`src/rtl/bitwise_pkg.sv`:
```
// Shared op-code type and per-bit evaluator for the pipelined bitwise logic unit.
package bitwise_pkg;

   typedef enum logic [2:0] {
      OP_NOT  = 3'd0,
      OP_AND  = 3'd1,
      OP_OR   = 3'd2,
      OP_XOR  = 3'd3,
      OP_NAND = 3'd4,
      OP_NOR  = 3'd5,
      OP_XNOR = 3'd6,
      OP_PASS = 3'd7
   } op_t;

   // Single-bit evaluation; the ops are carry-free so the top applies this per bit lane.
   function automatic logic bitwise_eval(input op_t op, input logic a, input logic b);
      logic r;
      case (op)
         OP_NOT:  r = ~a;
         OP_AND:  r = a & b;
         OP_OR:   r = a | b;
         OP_XOR:  r = a ^ b;
         OP_NAND: r = ~(a & b);
         OP_NOR:  r = ~(a | b);
         OP_XNOR: r = ~(a ^ b);
         OP_PASS: r = a;
         default: r = a;
      endcase
      return r;
   endfunction

endpackage

```
`src/rtl/bitwise_stage.sv`:
```
// One pipeline slot: a valid flag plus data, loaded when the downstream side frees the slot.
module bitwise_stage #(
   parameter int WIDTH = 4
) (
   input  logic             clk,
   input  logic             reset,
   input  logic             load,
   input  logic             d_valid,
   input  logic [WIDTH-1:0] d,
   output logic             q_valid,
   output logic [WIDTH-1:0] q
);

   // Data only moves on a real beat, so y holds its last value through bubbles.
   always_ff @(posedge clk or posedge reset) begin
      if (reset) begin
         q_valid <= 1'b0;
         q       <= '0;
      end else if (load) begin
         q_valid <= d_valid;
         if (d_valid) begin
            q <= d;
         end
      end
   end

endmodule

```
`src/rtl/bitwise_logic_pipe.sv`:
```
// Pipelined bitwise logic unit with valid/ready handshake and a delivered-result counter.
// Optional reduction outputs (red_and/red_or/red_xor) are enabled by defining BITWISE_REDUCE_EN.
module bitwise_logic_pipe
   import bitwise_pkg::*;
#(
   parameter int WIDTH  = 4,
   parameter int STAGES = 1,
   parameter int CNT_W  = 16
) (
   input  logic             clk,
   input  logic             reset,
   input  logic             in_valid,
   output logic             in_ready,
   input  logic [2:0]       op,
   input  logic [WIDTH-1:0] a,
   input  logic [WIDTH-1:0] b,
   output logic             out_valid,
   input  logic             out_ready,
   output logic [WIDTH-1:0] y,
   output logic [CNT_W-1:0] count
`ifdef BITWISE_REDUCE_EN
   ,
   output logic             red_and,
   output logic             red_or,
   output logic             red_xor
`endif
);

`ifdef BITWISE_REDUCE_EN
   localparam int DW = WIDTH + 3;
`else
   localparam int DW = WIDTH;
`endif

   logic [WIDTH-1:0]  res;
   logic [DW-1:0]     head;
   logic [STAGES-1:0] v;
   logic [STAGES-1:0] load;
   logic [DW-1:0]     d [STAGES];

   // Op logic ahead of stage 1; reductions ride in the top bits of the stage word.
   always_comb begin
      res = '0;
      for (int i = 0; i < WIDTH; i++) begin
         res[i] = bitwise_eval(op_t'(op), a[i], b[i]);
      end
`ifdef BITWISE_REDUCE_EN
      head = {&res, |res, ^res, res};
`else
      head = res;
`endif
   end

   // A slot may load if it, or any slot after it, is empty, or the consumer is taking;
   // this is the unrolled form of the no-bubble ready chain.
   always_comb begin
      logic acc;
      load = '0;
      acc  = out_ready;
      for (int k = STAGES - 1; k >= 0; k--) begin
         acc     = acc | ~v[k];
         load[k] = acc;
      end
   end

   assign in_ready = load[0];

   for (genvar k = 0; k < STAGES; k++) begin : g_stage
      logic          vin;
      logic [DW-1:0] din;
      if (k == 0) begin : g_first
         assign vin = in_valid;
         assign din = head;
      end else begin : g_next
         assign vin = v[k-1];
         assign din = d[k-1];
      end
      bitwise_stage #(.WIDTH(DW)) u_stage (
         .clk     (clk),
         .reset   (reset),
         .load    (load[k]),
         .d_valid (vin),
         .d       (din),
         .q_valid (v[k]),
         .q       (d[k])
      );
   end

   assign out_valid = v[STAGES-1];
   assign y         = d[STAGES-1][WIDTH-1:0];
`ifdef BITWISE_REDUCE_EN
   assign red_and   = d[STAGES-1][WIDTH+2];
   assign red_or    = d[STAGES-1][WIDTH+1];
   assign red_xor   = d[STAGES-1][WIDTH];
`endif

   // Delivered-result counter, wraps modulo 2^CNT_W.
   always_ff @(posedge clk or posedge reset) begin
      if (reset) begin
         count <= '0;
      end else if (out_valid && out_ready) begin
         count <= count + CNT_W'(1);
      end
   end

endmodule

```
`config.mk`:
```
export PLATFORM = sky130hd
export DESIGN_NAME = bitwise_logic_pipe
export DESIGN_NICKNAME = d
export VERILOG_FILES = /design/src/rtl/bitwise_pkg.sv /design/src/rtl/bitwise_stage.sv /design/src/rtl/bitwise_logic_pipe.sv
export SDC_FILE = /design/constraint.sdc
export NUM_CORES = 1
export LEC_CHECK = 0
export CAP_MARGIN = 20
export CORE_MARGIN = 2
export CORE_UTILIZATION = 50
export CTS_BUF_LIST = sky130_fd_sc_hd__clkbuf_8
export DETAILED_ROUTE_END_ITERATION = 10
export GPL_ROUTABILITY_DRIVEN = 0
export PLACE_DENSITY = 0.82
export SYNTH_ARGS = -nofsm -noshare
export SYNTH_HDL_FRONTEND = slang
export SYNTH_SLANG_ARGS = --single-unit
```
`constraint.sdc`:
```
create_clock -name clk -period 2 [get_ports clk]
set_input_delay 0.4 -clock clk [delete_from_list [all_inputs] [get_ports clk]]
set_output_delay 0.4 -clock clk [all_outputs]
set_load 0.01 [all_outputs]
```
After elaboration in Yosys (flattened, before gate mapping)
Cells that the tools add are included.
- add/sub/neg operators: 1
- eq/ne operators: 7
- muxes and demuxes: 4
- bitwise operators: 30
- reduce and logical (&&, ||, !) cells: 3
- operator list (cell ; count):
    1-bit one-hot mux with 8 select lines ; 4
    1-bit inverter ; 17
    16-bit by 1-bit adder with 16-bit output (second input constant) ; 1
    3-bit == test (second input constant) ; 4
    3-bit by 2-bit == test with 1-bit output (second input constant) ; 2
    1-bit OR ; 5
    1-bit AND ; 4
    1-bit bitwise XOR ; 4
    3-bit by 1-bit == test with 1-bit output (second input constant) ; 1
    3-bit logical NOT ; 1
    2-bit AND reduction ; 1
    1-bit logical AND ; 1
- register bits after elaboration: 21
- bits of input ports: 15
- output and inout bits: 22
- logic and storage cells: 48

Depth between registers and ports, before layout
Gate-level depths: netlist (run 1).
- word-level depth: 3
- gate-level depth with buffers: 6
- mapped depth without buffers: 6

By module
A second synthesis (run 1) with hierarchy kept.
- cells, all modules: 122
- area total of the unflattened synthesis: 1310.0 µm²
- by module, submodules not included (module ; instances ; cells an instance ; area an instance (µm²) ; seq. area each (µm²)):
    bitwise_logic_pipe ; 1 ; 109 ; 1106.1 ; 400.4
    bitwise_stage ; 1 ; 13 ; 203.9 ; 125.1

Least setup slack after synthesis (run 1)
No wires, ideal clock.
- path type: flip-flop to flip-flop
- from: reg count[4]
- to: reg count[13]
- arrival: 1.387 ns
- required time: 1.873 ns
- path slack: 0.486 ns
- cell stages (with the launch flop): 5
- path buffers: 0
- clock period less this slack: 1.514 ns
- path through: dfrtp_1 > nand4_2 > or2_4 > or3_4 > xnor2_2
- longest elaborated chain between the ends: 1
- ends and longest elaborated chain (what ; line ; text):
    start, declared ; bitwise_logic_pipe.sv:20 ; output logic [CNT_W-1:0] count
    start signal, assigned ; bitwise_logic_pipe.sv:102 ; count <= count + CNT_W'(1);
    16-bit by 1-bit adder with 16-bit output ; bitwise_logic_pipe.sv:102 ;
No other way between the ends.
A chain may end at the register's enable or synchronous reset.

Final worst setup path (run 1)
- from: in out_ready
- to: out in_ready
- longest elaborated chain between the ends: 1
- ends and longest elaborated chain (what ; line ; text):
    start, declared ; bitwise_logic_pipe.sv:18 ; input logic out_ready,
    1-bit OR ; bitwise_logic_pipe.sv:61 ; acc = acc | ~v[k];
    end, declared ; bitwise_logic_pipe.sv:13 ; output logic in_ready,
No other way between the ends.

==> summary.md, run 1 <==
| Metric | Value |
|---|---|
| Status | `finished, final reports clean` |
| WL/cell | `13.3 um` |
| CP Class | `input port to output port` |
| Clock Skew | `0.00519 ns` |
| Critical path arrival | `about 1.6 ns` |
| First-pass GRT wire length | `approximately 5300 um` |
| Fmax achieved | `511 MHz` |
| Post-layout nets | `~230` |
| Syn Std Cell Area | `approximately 0.0014 mm2` |
| Min cycle time layout | `1.96 ns` |
| Worst min path class | `input port to asynchronous set/reset pin` |
| RSZ-0062 raised after global routing | `no` |
| # H-tree levels | `1` |
| Placed cells | `227` |
| Filler cells | `204` |
| Largest net degree at the start of global routing | `24` |
| Mux contribution to synthesized area | `0.00812` |
| Pre-antenna DRT Iters | `4` |
| WP data required | `between 1.5 and 2 ns` |
| GR Overflow Total | `0` |
| Setup crit start kind | `input port` |
| Port buffer count | `36` |
| Yosys warning total | `0` |
| Antenna violations before repair | `0` |
| Post-detail-place hpwl | `approximately 2500 um` |
| Synth Area in XOR/XNOR | `0.100` |
| Sequential-to-total area share from yosys stat | `0.379` |
| Max Cap Viol | `0` |
| LEAKAGE | `~0.9 nW` |
| Routed via count | `1297` |
| Setup Viol. Count Final | `0` |
| DRC | `0` |
| P&R area growth vs syn | `40.8%` |
| Simple-Gate Fraction of Synth Area | `0.264` |
| Vias in the first global route | `approximately 1300` |
| Finished Cell Area | `roughly 0.0020 mm2` |
| Power Density | `676 mW/mm2` |
| Die Area | `about 0.0032 mm2` |
| Final hold violations | `0` |
| Max_slew headroom | `0.767` |
| Worst Setup SP | `out_ready` |
| Root buf cell | `clkbuf_8` |
| Post-Place Setup Slack | `-0.0835 ns` |
| Gr usage total | `0.207` |
| R2r setup slk | `0.44 ns` |
| Post-synthesis register bit count | `21` |
| Post-DRT Antenna Nets | `0` |
| Final period utilization | `0.978` |
| CTS tree | `done` |
| CTS buffer count | `3` |
| R2r endpoint | `count[13]` |
| Skew-Pair Late Insertion Delay | `between 0.2 and 0.3 ns` |
| Placeable Area | `~0.0027 mm2` |
| CTS resizes | `0` |
| Final slew viol count | `0` |
| Max VDD drop | `0.000656 V` |
| DRT Wirelength | `3080 um` |
| Total power | `around 0.0013 W` |
| Largest family of logic cells by synthesized area | `simple AND/OR/NAND/NOR gates` |
| Worst-path fanout max | `2` |
| Placement Cell Area | `around 0.0019 mm2` |
| Chip height | `56.7 um` |
| Die extent in x | `between 50 and 60 um` |
| Worst-case clock buffer depth | `2` |
| Reg2Reg Depth | `4` |
| Post-synthesis compound-gate area fraction | `0.114` |
| Yosys cell types | `36` |
| Worst-Margin Slew | `0.346 ns` |
| Via/cell ratio | `roughly 5.6` |
| CTS Hold Buffers Added | `0` |
| Setup crit end | `in_ready` |
| Post-synth net total | `between 150 and 200` |
| Commonest non-fill, non-tap cell in the layout | `clkdlybuf4s50_1` |
| Reg2Reg Launch Point | `count[4]` |
| Mean Syn Cell Area | `approximately 9.4 um2` |
| I/O Pins | `37` |
| Fin worst setup slack | `around 0.045 ns` |
| Number of cell rows | `19` |
| CP endpoint kind | `output port` |
| Commonest cells after routing, fill and taps aside | `36 x clkdlybuf4s50_1, 21 x dfrtp_1, 18 x buf_4, 17 x nand2_1, 12 x inv_1` |
| Total setup buffers inserted after CTS | `0` |
| Starting DRT DRC Count | `47` |
| Clock slew at reported path FFs | `about 0.07 ns` |
| CTS sink cnt | `21` |
| Share of cells above drive strength 1 | `0.150` |
| Ant diodes | `0` |
| Syn Inst Count | `around 150` |
| Initial core utilization | `0.517` |
| Post-synthesis adder-cell area fraction | `0.0812` |
| Final cell count without fillers | `roughly 230` |
-- how the worst min path moves through the flow --
stage	startpoint	cells after the start	end	slack [ns]
6_report	reset	3	count[13]	0.45
5_1_grt	reset	3	count[13]	0.50
4_1_cts	reset	3	count[13]	0.46
3_5_place_dp	count[15]	1	count[15]	0.46
3_3_place_gp	count[15]	1	count[15]	0.46
2_1_floorplan	reset	1	count[0]	0.38
-- registers in the layout, indices dropped and copies added (netlist names) --
name / flops
count: 16
g_stage.u_stage.q: 4
g_stage.u_stage.q_valid: 1
-- cell usage after synthesis --
master	count	area (um2)
a21o_1	1	7.51
a221oi_1	3	26.3
a31oi_1	1	6.26
and3_1	5	31.3
and4_1	1	8.76
and4_2	1	10.0
and4b_1	2	20.0
buf_2	6	30.0
clkbuf_1	1	3.75
dfrtp_1	21	526
ha_1	9	113
inv_1	11	41.3
mux2_2	1	11.3
nand2_1	17	63.8
nand2b_1	4	25.0
nand3_1	8	40.0
nand4_1	7	43.8
nand4_2	1	12.5
nor2_1	6	22.5
nor2b_1	1	6.26
nor3_1	5	25.0
nor4_1	1	6.26
nor4_2	1	12.5
nor4b_1	1	8.76
nor4bb_1	1	10.0
o211a_1	3	30.0
o21ai_1	4	20.0
o21ba_2	1	10.0
o31a_1	1	8.76
o31ai_1	3	22.5
o41ai_1	3	26.3
or2_4	1	8.76
or3_4	1	11.3
xnor2_1	9	78.8
xnor2_2	1	16.3
xor2_1	5	43.8
-- logic make-up (layout without fill, tap and decap cells) --
group,Yosys count,after routing
xor gates and xnor gates,15,15
buffers and inverters,18,70
and+or+nand+nor,64,64
DFF,21,21
adders and majority gates,9,9
muxes,1,1
AOI/OAI and AO/OA,20,20
-- through the flow --
step / utilization / hold slack, ns / setup TNS (ns)
4_1_cts: 0.727 / 0.459 / 0
5_1_grt: 0.727 / 0.501 / 0
2_1_floorplan: - / 0.377 / 0
6_report: 0.727 / 0.453 / 0
3_3_place_gp: 0.710 / 0.457 / 0
3_5_place_dp: 0.710 / 0.456 / -0.126
-- worst max-delay path, stage by stage --
cell	delay (ns)
clkdlybuf4s50_1	0.47
nand2b_1	0.14
clkdlybuf4s50_1	0.54
-- power by group --
| group | total (W) | internal [W] | switching [W] |
|---|---|---|---|
| clock | 0.000272 | 0.000137 | 0.000135 |
| combinational | 0.000460 | 0.000272 | 0.000188 |
| sequential | 0.000588 | 0.000497 | 0.0000912 |
| total | 0.00132 | 0.000906 | 0.000415 |
-- per-layer routing --
metal / up-vias / GRT usage / part of all wire
met5: - / 0 / 0
met4: 0 / 0.0748 / 0.012
met3: 5 / 0.0230 / 0.039
met2: 35 / 0.390 / 0.53
met1: 620 / 0.236 / 0.42
li1: 637 / - / -
-- cell type report --
type                    instances  area [um2]  area share
clock buffers                   3        41.3      0.0211
multi-input cells             109         787       0.403
clock inverters                 1        3.75     0.00192
flip-flops and latches         21         526       0.269
repair buffers                 55         515       0.264
well taps                      31        38.8      0.0199
inverters                      11        41.3      0.0211
Power figures use the tool's default switching activity.
==> run 2, diff against run 1 <==
- CORE_UTILIZATION: 50 -> 54
- PLACE_DENSITY: 0.82 -> 0.88
- clock period: 2 -> 2.5 ns (I/O delays scaled with it)
==> summary.md, run 2 (synthesis gave the netlist of run 1 again) <==
| Metric | Value |
|---|---|
| Clock Skew | `slightly above 0.004 ns` |
| Die Area | `~0.0030 mm2` |
| Ant diodes | `0` |
| Max FFs per register | `16` |
| CTS resizes | `0` |
| DRT Wirelength | `2990 um` |
| Die extent in x | `around 55 um` |
| CP Class | `input port to output port` |
| Number of cell rows | `18` |
| # H-tree levels | `1` |
| Final slew viol count | `0` |
| Worst-path fanout max | `5` |
| CTS Hold Buffers Added | `0` |
| Commonest cells after routing, fill and taps aside | `36 x clkdlybuf4s50_1, 21 x dfrtp_1, 17 x nand2_1, 12 x inv_1` |
| Port buffer count | `36` |
| Worst-Margin Slew | `0.763 ns` |
| Largest net degree at the start of global routing | `31` |
| Setup Viol. Count Final | `0` |
| Routed met2 length | `roughly 1600 um` |
| Via/cell ratio | `5.80` |
| Post-DRT Antenna Nets | `0` |
| Worst min path class | `flip-flop to flip-flop` |
| Skew-Pair Late Insertion Delay | `0.25 ns` |
| Routed via count | `1248` |
| Largest register by flop count | `count` |
| Initial core utilization | `0.565` |
| Status | `finished, final reports clean` |
| Final period utilization | `0.894` |
| DR top layer | `met4` |
| Total power | `between 0.001 and 0.0015 W` |
| Layout Utilization | `0.744` |
| Placeable Area | `roughly 0.0025 mm2` |
| Root buf cell | `clkbuf_8` |
| LEAKAGE | `around 0.84 nW` |
| Power Density | `565 mW/mm2` |
| Clock slew at reported path FFs | `~0.070 ns` |
| Antenna violations before repair | `0` |
| WP data required | `about 2.0 ns` |
| Total setup buffers inserted after CTS | `0` |
| Met1 wire length | `1280 um` |
| CTS sink cnt | `21` |
| GR Overflow Total | `0` |
| I/O Pins | `37` |
| CTS buffer count | `3` |
| Post-layout nets | `210` |
| Filler cells | `197` |
| Pre-antenna DRT Iters | `6` |
| Top Registers | `count: 16 flops, g_stage.u_stage.q: 4 flops, g_stage.u_stage.q_valid: 1 flops` |
| Setup crit start kind | `input port` |
| WL/cell | `~14 um` |
| Post-detail-place hpwl | `roughly 2300 um` |
| Placement Cell Area | `~0.0018 mm2` |
| Max VDD drop | `0.000338 V` |
| First-pass GRT wire length | `between 5000 and 6000 um` |
| Starting DRT DRC Count | `19` |
| Commonest non-fill, non-tap cell in the layout | `clkdlybuf4s50_1` |
| CTS tree | `done` |
| R2r setup slk | `0.96 ns` |
| DRC | `0` |
| Fmax achieved | `roughly 450 MHz` |
| CP endpoint kind | `output port` |
| Min cycle time layout | `approximately 2.2 ns` |
| Gr usage total | `0.234` |
| P&R area growth vs syn | `31.6%` |
| Fin Setup TNS | `0 ns` |
| Max_slew headroom | `0.491` |
| Max Cap Viol | `0` |
| Critical path arrival | `around 1.7 ns` |
| Share of cells above drive strength 1 | `0.0811` |
| Worst-case clock buffer depth | `2` |
| Vias in the first global route | `1189` |
| Finished Cell Area | `between 0.0015 and 0.002 mm2` |
| Final hold violations | `0` |
| Chip height | `about 55 um` |
| Met3 routed WL | `113 um` |
| RSZ-0062 raised after global routing | `no` |
run 2: through the flow:
stage | instances | hold WS, ns | worst slack [ns]
after detailed placement | 211 | 0.465 | 0.183
after global routing | 215 | 0.499 | 0.208
after CTS | 215 | 0.477 | 0.265
final | 215 | 0.475 | 0.266
after floorplan | 148 | 0.477 | 0.942
after global placement | 211 | 0.458 | 0.285
run 2: path summary, 6_finish.rpt:
| path | startpoint | end | cells after the start |
|---|---|---|---|
| worst max register to register | count[3] | count[13] | 4 |
| worst min register to register | count[15] | count[15] | 1 |
| min in group asynchronous | reset | count[9] | 2 |
| max in group asynchronous | reset | count[14] | 2 |
| worst max-delay path | out_ready | in_ready | 3 |
| worst min-delay path | count[15] | count[15] | 1 |
run 2: worst max-delay path: stages:
cell	delay, ns
clkdlybuf4s50_1	0.53
nand2b_1	0.16
clkdlybuf4s50_1	0.54
run 2: where the power goes:
group | leakage (nW) | switching (W) | internal, W | total [W]
logic | 0.550 | 0.000148 | 0.000201 | 0.000350
clock network | 0.0269 | 0.000104 | 0.000109 | 0.000213
registers | 0.268 | 0.0000724 | 0.000398 | 0.000470
run 2: per-layer routing:
metal	track usage	vias to the layer above
met5	0	-
met4	0.0958	0
met3	0.0164	2
met2	0.433	44
met1	0.275	602
li1	-	600
run 2: cell type report:
type / instances / area (um2) / area share
multi-input cells: 109 / 787 / 0.431
clock buffers: 3 / 41.3 / 0.0226
flip-flops and latches: 21 / 526 / 0.288
clock inverters: 1 / 3.75 / 0.00205
inverters: 11 / 41.3 / 0.0226
repair buffers: 40 / 390 / 0.214
well taps: 30 / 37.5 / 0.0205
==> run 3, diff against run 2 <==
- CAP_MARGIN: 20 -> default
- CELL_PAD_IN_SITES_DETAIL_PLACEMENT: default -> 1
- CELL_PAD_IN_SITES_GLOBAL_PLACEMENT: default -> 2
- CORE_UTILIZATION: 54 -> 32
- PLACE_DENSITY: 0.88 -> default
- PLACE_DENSITY_LB_ADDON: default -> 0.1
==> summary.md, run 3 (synthesis gave the netlist of run 1 again) <==
| Metric | Value |
|---|---|
| Status | `finished, final reports clean` |
| Area of the multi-input gates | `approximately 790 um2` |
| Die Area | `0.00488 mm2` |
| R2r endpoint | `count[13]` |
| P&R area growth vs syn | `35.2%` |
| Min cycle time layout | `2.25 ns` |
| Cell-internal power | `approximately 0.00071 W` |
| Sequential Area | `between 500 and 600 um2` |
| CTS Hold Buffers Added | `0` |
| Reg2Reg Launch Point | `count[3]` |
| Commonest cells after routing, fill and taps aside | `36 x clkdlybuf4s50_1, 21 x dfrtp_1, 17 x nand2_1, 11 x inv_1` |
| CTS tree | `done` |
| Part of the power in combinational logic | `0.341` |
| DRT Wirelength | `between 3000 and 4000 um` |
| Worst-path fanout max | `5` |
| WP data required | `about 2.0 ns` |
| Largest net degree at the start of global routing | `31` |
| Post-DRT Antenna Nets | `0` |
| Via/cell ratio | `approximately 5.3` |
| Worst-case clock buffer depth | `2` |
| Fin Setup TNS | `0 ns` |
| Final hold violations | `0` |
| Power Density | `~560 mW/mm2` |
| Skew-Pair Late Insertion Delay | `approximately 0.26 ns` |
| Max Cap Viol | `0` |
| R2r setup slk | `0.92 ns` |
| # H-tree levels | `1` |
| Placeable Area | `~0.0041 mm2` |
| Hold EP | `count[15]` |
| Port buffer count | `36` |
| Max FFs per register | `16` |
| Initial core utilization | `0.340` |
| Reg2Reg Depth | `4` |
| Routed via count | `between 1000 and 1500` |
| Commonest non-fill, non-tap cell in the layout | `clkdlybuf4s50_1` |
| Clock share of power | `0.209` |
| RSZ-0062 raised after global routing | `no` |
| Max VDD drop | `about 0.00032 V` |
| Worst min path class | `flip-flop to flip-flop` |
| Filler cells | `471` |
| Starting DRT DRC Count | `52` |
| CTS resizes | `0` |
| Sequential power share | `0.449` |
| HP Start | `count[15]` |
| CTS sink cnt | `21` |
| Ant diodes | `0` |
| GR Overflow Total | `0` |
| Largest register by flop count | `count` |
| Setup Viol. Count Final | `0` |
| Sw power | `~0.00034 W` |
| DRC | `0` |
| Root buf cell | `clkbuf_8` |
| Vias in the first global route | `between 1000 and 1500` |
| Pre-antenna DRT Iters | `4` |
| Final slew viol count | `0` |
| Setup crit start kind | `input port` |
| CP endpoint kind | `output port` |
| Worst-Margin Slew | `a little over 0.5 ns` |
| First-pass GRT wire length | `around 6400 um` |
| WL/cell | `between 15 and 20 um` |
| Total setup buffers inserted after CTS | `0` |
| Sw Share | `0.323` |
| Fmax achieved | `between 400 and 500 MHz` |
| Total power | `between 0.001 and 0.0015 W` |
| Gr usage total | `0.159` |
| Top Registers | `count: 16 flops, g_stage.u_stage.q: 4 flops, g_stage.u_stage.q_valid: 1 flops` |
| Final period utilization | `0.901` |
| Share of cells above drive strength 1 | `0.101` |
| CTS buffer count | `3` |
| Post-layout nets | `213` |
| I/O Pins | `37` |
| CP Class | `input port to output port` |
| Post-detail-place hpwl | `a little under 3000 um` |
| Die extent in x | `approximately 70 um` |
| Worst hold path depth | `1` |
| Critical path arrival | `approximately 1.8 ns` |
| Antenna violations before repair | `0` |
| Number of cell rows | `23` |
| Clock slew at reported path FFs | `approximately 0.08 ns` |
| Clock Skew | `between 0.002 and 0.003 ns` |
| Chip height | `between 60 and 70 um` |
| Max_slew headroom | `0.655` |
| LEAKAGE | `about 0.86 nW` |
==> run 3: cell count changes in the layout (fill, tap and decap cells not counted), sizes merged <==
cell / change
buf: +3
inv: -1
clkinv: +1
==> run 3: worst max path at each step <==
stage                   start                 endpoint  slack, ns  cells after the start
global placement         a[0]  g_stage[0].u_stage.q[0]       0.25                      7
detailed placement      op[1]  g_stage[0].u_stage.q[3]       0.15                      5
finish              out_ready                 in_ready       0.25                      3
CTS                 out_ready                 in_ready       0.23                      3
floorplan                a[0]  g_stage[0].u_stage.q[0]       0.94                      6
global route        out_ready                 in_ready       0.16                      3
==> run 3: metal layers <==
| layer | track usage | vias to the layer above | wire length (um) |
|---|---|---|---|
| li1 | - | 607 | - |
| met1 | 0.207 | 631 | 1680 |
| met2 | 0.273 | 32 | 1860 |
| met3 | 0.0390 | 2 | 137 |
| met4 | 0.0256 | 0 | 9 |
| met5 | 0 | - | 0 |
==> run 3: cell type report <==
class	count	share of cell area
Inverter	11	0.0220
Sequential cell	21	0.280
Clock buffer	3	0.0220
Timing Repair Buffer	43	0.220
Tap cell	50	0.0334
Multi-Input combinational cell	109	0.420
Clock inverter	1	0.00267
==> run 3: power by group through the flow <==
stage	combinational, W	sequential (W)	clock [W]
final	0.000359	0.000473	0.000220
after global routing	0.000395	0.000487	0.000254
after CTS	0.000367	0.000474	0.000233
after detailed placement	0.000366	0.000479	0
after global placement	0.000348	0.000475	0
after floorplan	0.000143	0.000492	0
==> run 3: metrics by stage <==
step           utilization  hold slack, ns  setup WS [ns]  cells  instance area [um2]
2_1_floorplan            -           0.477          0.942    148                 1390
3_3_place_gp         0.448           0.460          0.255    234                 1830
3_5_place_dp         0.448           0.470          0.152    234                 1830
4_1_cts              0.459           0.485          0.233    238                 1880
5_1_grt              0.459           0.504          0.161    238                 1880
6_report             0.459           0.473          0.247    238                 1880
==> run 3: worst max-delay path, stage by stage <==
cell	delay [ns]
clkdlybuf4s50_1	0.53
nand2b_1	0.17
clkdlybuf4s50_1	0.55
